**src/rtl/pipe_dff.sv**
```systemverilog
// pipe_dff: parametrised WIDTH x DEPTH register pipeline with a valid flag
// per stage. Acts as the standard retiming/delay element.
//
// Parameters:
//   WIDTH   - data bits per stage (>=1)
//   DEPTH   - number of stages (>=1); latency in enabled cycles
//   RST_VAL - value loaded into every stage on reset or flush
//   SET_VAL - value loaded into every stage on preset
//
// Ports:
//   C   in   clock, rising edge
//   R   in   asynchronous active-low reset
//   EN  in   advance enable; 0 holds every stage (stall)
//   CLR in   synchronous flush (highest synchronous priority)
//   S   in   synchronous preset
//   D   in   data into stage 0
//   DV  in   valid flag accompanying D
//   Q   out  data of the last stage
//   QV  out  valid flag of the last stage
//   CNT out  number of stages currently holding valid data
//
// Valid semantics: DV qualifies D and travels with it. There is no
// back-pressure: when EN=1 the last stage is overwritten whether or not
// it was valid, and when EN=0 both D and DV are ignored.
module pipe_dff #(
    parameter int               WIDTH   = 8,
    parameter int               DEPTH   = 3,
    parameter logic [WIDTH-1:0] RST_VAL = '0,
    parameter logic [WIDTH-1:0] SET_VAL = '1
) (
    input  logic                         C,
    input  logic                         R,
    input  logic                         EN,
    input  logic                         CLR,
    input  logic                         S,
    input  logic [WIDTH-1:0]             D,
    input  logic                         DV,
    output logic [WIDTH-1:0]             Q,
    output logic                         QV,
    output logic [$clog2(DEPTH+1)-1:0]   CNT
);

    localparam int CW = $clog2(DEPTH + 1);

    logic [WIDTH-1:0] data_q [DEPTH];
    logic [DEPTH-1:0] v_q;
    logic [CW-1:0]    cnt_sum;

    always_ff @(posedge C or negedge R) begin
        if (!R) begin
            for (int i = 0; i < DEPTH; i++) begin
                data_q[i] <= RST_VAL;
            end
            v_q <= '0;
        end else if (CLR) begin
            for (int i = 0; i < DEPTH; i++) begin
                data_q[i] <= RST_VAL;
            end
            v_q <= '0;
        end else if (S) begin
            for (int i = 0; i < DEPTH; i++) begin
                data_q[i] <= SET_VAL;
            end
            v_q <= '1;
        end else if (EN) begin
            // Data shifts regardless of valid so bubbles carry whatever D held.
            data_q[0] <= D;
            v_q[0]    <= DV;
            for (int i = 1; i < DEPTH; i++) begin
                data_q[i] <= data_q[i-1];
                v_q[i]    <= v_q[i-1];
            end
        end
    end

    // Population count of the registered valid flags only, so CNT never
    // depends on the current cycle's inputs.
    always_comb begin
        cnt_sum = '0;
        for (int i = 0; i < DEPTH; i++) begin
            cnt_sum = cnt_sum + CW'(v_q[i]);
        end
    end

    assign Q   = data_q[DEPTH-1];
    assign QV  = v_q[DEPTH-1];
    assign CNT = cnt_sum;

endmodule

```
**config.mk**
```make
export PLATFORM = sky130hd
export DESIGN_NAME = pipe_dff
export DESIGN_NICKNAME = d
export VERILOG_FILES = /design/src/rtl/pipe_dff.sv
export SDC_FILE = /design/constraint.sdc
export NUM_CORES = 1
export LEC_CHECK = 0
export CAP_MARGIN = 25
export CORE_MARGIN = 10
export CORE_UTILIZATION = 50
export DETAILED_ROUTE_END_ITERATION = 16
export GPL_TIMING_DRIVEN = 0
export PLACE_DENSITY = 0.78
export SYNTH_ARGS = -nofsm -noshare
export SYNTH_HDL_FRONTEND = slang
export SYNTH_SLANG_ARGS = --single-unit
```
**constraint.sdc**
```tcl
create_clock -name C -period 1.35 [get_ports C]
set_clock_uncertainty 0.2 [all_clocks]
set_input_delay 0.2025 -clock C [delete_from_list [all_inputs] [get_ports C]]
set_output_delay 0.2025 -clock C [all_outputs]
set_load 0.01 [all_outputs]
```
; ---- After elaboration in Yosys (flattened, before gate mapping)
; Index checks and enable logic that the tools add are counted.
[classes]
addsub = 2
muxes = 6
n_reduce_logical = 1
[op_table]
columns = operator, count
row1 = 2-to-1 mux 24 bit, 3
row2 = 2-to-1 mux 3 bit, 3
row3 = nonzero test 3 bit, 1
row4 = adder 1 x 1 -> 2 bit, 1
row5 = adder 2 x 1 -> 2 bit, 1
[word_totals]
register_bits = 27
inputBits = 14

; ---- Longest topological paths before layout
[depth]
word_depth = 3
ltp_mapped = 4

; ---- Least setup slack after synthesis
; No wires, ideal clock.
[synth_timing]
path_type = register -> output
startpoint = reg v_q[2]
endpoint = out CNT[0]
arrival_time_ns = 1.011
setup_slack_ns = -0.064
path_stages_with_launch = 2
path_buffers = 0
path_cell_list = dfrtp_1 -> fa_1
[synth_via]
elab_chain_len = 1
[synth_rtl]
columns = item, line
row1 = "start, declared", 46  ; logic [DEPTH-1:0] v_q;
row2 = "start signal, assigned by index", 71  ; v_q[i] <= v_q[i-1];
row3 = adder 2 x 1 -> 2 bit, 81  ; cnt_sum = cnt_sum + CW'(v_q[i]);
row4 = "end, declared", 40  ; output logic [$clog2(DEPTH+1)-1:0] CNT
; Every way passes these cells.

; ---- Worst setup path after layout
[layout_timing]
startpoint = reg v_q[1]
endpoint = out CNT[0]
[layout_via]
elab_chain_len = 2
[layout_rtl]
columns = item, line
row1 = adder 1 x 1 -> 2 bit, 81
row2 = adder 2 x 1 -> 2 bit, 81
; Every way passes these cells.

==> key figures <==
Worst setup path
  – Crit Path Category: register to primary output
  – Endpoint kind of the worst setup timing path: primary output
  – Setup crit start kind: register
  – Kind of cell adding the most delay to the critical path: adder cells
  – Slowest cell on crit path: fa_1
  – Highest cell delay on the worst timing path: roughly 530 ps
  – Number of buffer and inverter instances along the worst setup path: 1
  – Arrival time at the worst endpoint: approximately 1400 ps
  – Crit Path Max Fanout: 2
  – Data required time at the worst endpoint: roughly 950 ps
  – Ordered list of cells on the worst path: fa_1, buf_2

Floorplan
  – Starting utilization of the core area: between 50% and 60%
  – Y dimension of the die: 69.7 um
  – I/O pin count: 25
  – Die X: 69.7 um
  – Die area: 0.00486 mm2
  – Placeable Area: 0.00228 mm2
  – Row count: 17

Synthesis
  – Average footprint of a synthesized cell: about 12 um2
  – Sequential area share after synthesis: 54.7%
  – Number of warnings printed during yosys synthesis: 0
  – Main area contributors after synthesis: dfrtp_1 55%, mux2i_1 22%, a21oi_1 11%
  – Post-Synthesis Net Count: approximately 110
  – Mapped Area: ~0.0012 mm2
  – Portion of synthesized cell area occupied by the leading cell type: between 50% and 60%
  – Library cell occupying the most area in the post-synthesis netlist: dfrtp_1
  – Synthesized flop and latch total: 27
  – Distinct cells, synth: 11
  – Synthesized instance count: 99

CTS
  – Worst-path clk slew: approximately 140 ps
  – Clock Latency Late Sink: 320 ps
  – Clk sinks: 27
  – Cell at the root of the clock tree: clkbuf_4
  – TritonCTS clock tree: yes
  – TritonCTS buffer count: 3
  – H-tree depth reported by CTS: 1
  – Max clock buf depth: 2

Routing
  – Final ANT Viol Nets: 0
  – Residual DRC: 0
  – Routed WL: 2.61 mm
  – Average via count per standard cell: 5.40
  – Count of TritonRoute iterations in the first routing pass: 4
  – DRC violation total after the first TritonRoute iteration: 20
  – Routed length per placed instance: about 17 um
  – Total number of vias: a little over 800

STA
  – Achievable frequency: 552 MHz
  – Setup slack after layout: -460 ps
  – Worst slew pin tran: 668 ps
  – Hold WS: approximately 72 ps
  – Final setup violating endpoints: 3
  – Clock period minus final worst setup slack: around 1800 ps
  – Max-slew violation count: 0
  – RSZ-0062 raised after global routing: yes
  – Ratio of final minimum period to clock period: 134%
  – Sum of negative setup slack: -856 ps
  – Final number of hold-violating endpoints: 0
  – Relative slew margins: 55.4%

Pwr
  – Worst-case vdd ir drop: a little over 0.9 mV
  – Cell Pwr Density: roughly 1000 mW/mm2
  – Static Leak: approximately 0.74 nW
  – Relative contribution of sequential cells to total power: 58.2%
  – Internal portion of total power: about 1.2 mW
  – Switching fraction of total power: 26.1%
  – Clock network fraction of total power: 21.8%
  – Relative contribution of combinational cells to total power: roughly 20%
  – Switching Power: approximately 0.41 mW

Layout
  – Summed area of non-filler cells in the final layout: approximately 0.0015 mm2
  – Share of final-layout standard cells stronger than drive strength 1: a little over a fifth
  – Final Net Count: ~140
  – Diodes inserted: 0
  – P&R area growth vs syn: 23.3%
  – Commonest cells after routing, fill and taps aside: 27 x dfrtp_1, 27 x mux2i_1, 27 x a21oi_1
  – Non-Filler Instances: roughly 150

Run status
  – Violated checks: setup timing
  – Status: finished, violations left

Place
  – DP Area: roughly 0.0015 mm2
  – Quantity of I/O buffers inserted on ports: 22
  – Placed cell count: 150
  – HPWL reported at the end of detailed placement: approximately 1.9 mm
  – Final estimated routing congestion in global placement: ~0.75
  – Post-place setup slack: -528 ps

Global route
  – Vias in the first global route: a little under 1,000
  – Global-route wire length before repair: ~4.5 mm
  – Global-route total usage across every layer: 10.9%
  – Antenna violations before repair: 0
  – Overflow left after global routing: 0
  – Pin count of the biggest net entering global routing: 15

Flow run
  – Number of maximum-capacitance constraint violations: 0

Min path
  – Worst hold path class: input port to async pin
## registers in the layout (all words and copies together) (netlist names)
| signal | cells |
|---|---|
| data_q | 16 |
| Q | 8 |
| v_q | 3 |
## cells in the mapped netlist
| library cell | n |
|---|---|
| dfrtp_1 | 27 |
| a21oi_1 | 27 |
| mux2i_1 | 27 |
| clkbuf_2 | 1 |
| buf_4 | 8 |
| buf_6 | 1 |
| clkinv_1 | 1 |
| buf_1 | 1 |
| clkbuf_1 | 3 |
| fa_1 | 1 |
| buf_12 | 2 |
## power groups by stage
| stage | Sequential (mW) | Clock, mW | Combinational (mW) |
|---|---|---|---|
| 6_report | 0.907 | 0.340 | 0.312 |
| 5_1_grt | 0.916 | 0.381 | 0.343 |
| 4_1_cts | 0.907 | 0.342 | 0.317 |
| 3_5_place_dp | 0.920 | 0 | 0.330 |
| 3_3_place_gp | 0.917 | 0 | 0.313 |
| 2_1_floorplan | 0.911 | 0 | 0.186 |
## through the flow
step	total power [mW]	utilization (%)
after floorplan	1.10	-
after detailed placement	1.25	66.2
after global routing	1.64	67.0
after global placement	1.23	65.5
final	1.56	67.0
after CTS	1.57	66.8
## repair_timing
action / 4_1_cts / 5_1_grt
gates resized for setup: 58 / 2
endpoints found under the hold margin: 7 / 0
hold buffers: 1 / 0
setup buffers: 4 / 0
setup endpoints to repair: 22 / 18
gates cloned: 0 / 0
## cell families after synthesis
family,share of synthesized area (%)
muxes,21.9
AOI/OAI and AO/OA,10.9
buffers and inverters,10.9
DFF,54.7
adders and majority gates,1.62
## worst paths after layout
check / start / endpoint / cells after the start / slack (ps)
max: v_q[1] / CNT[0] / 2 / -460
min: R / Q[2] / 1 / 70
max reg2reg: v_q[1] / v_q[2] / 3 / 250
min reg2reg: data_q[20] / data_q[12] / 2 / 390
max in group asynchronous: R / data_q[20] / 2 / 350
min in group C: EN / data_q[14] / 3 / 70
## area by class of cell
class,instances,area [um2]
Fill cell,181,752
Timing Repair Buffer,28,280
Multi-Input combinational cell,55,425
Buffer,8,73.8
Clock buffer,4,26.3
Sequential cell,27,676
Inverter,1,7.51
Tap cell,28,35.0
## routing by layer
metal  track usage (%)  routed length (um)  up-vias
li1                  -                   -      386
met1              12.5                1090      404
met2              18.5                1320       20
met3              3.28                 146        6
met4              4.13                  53        0
met5                 0                   0        -
(Power assumes the default switching activity.)
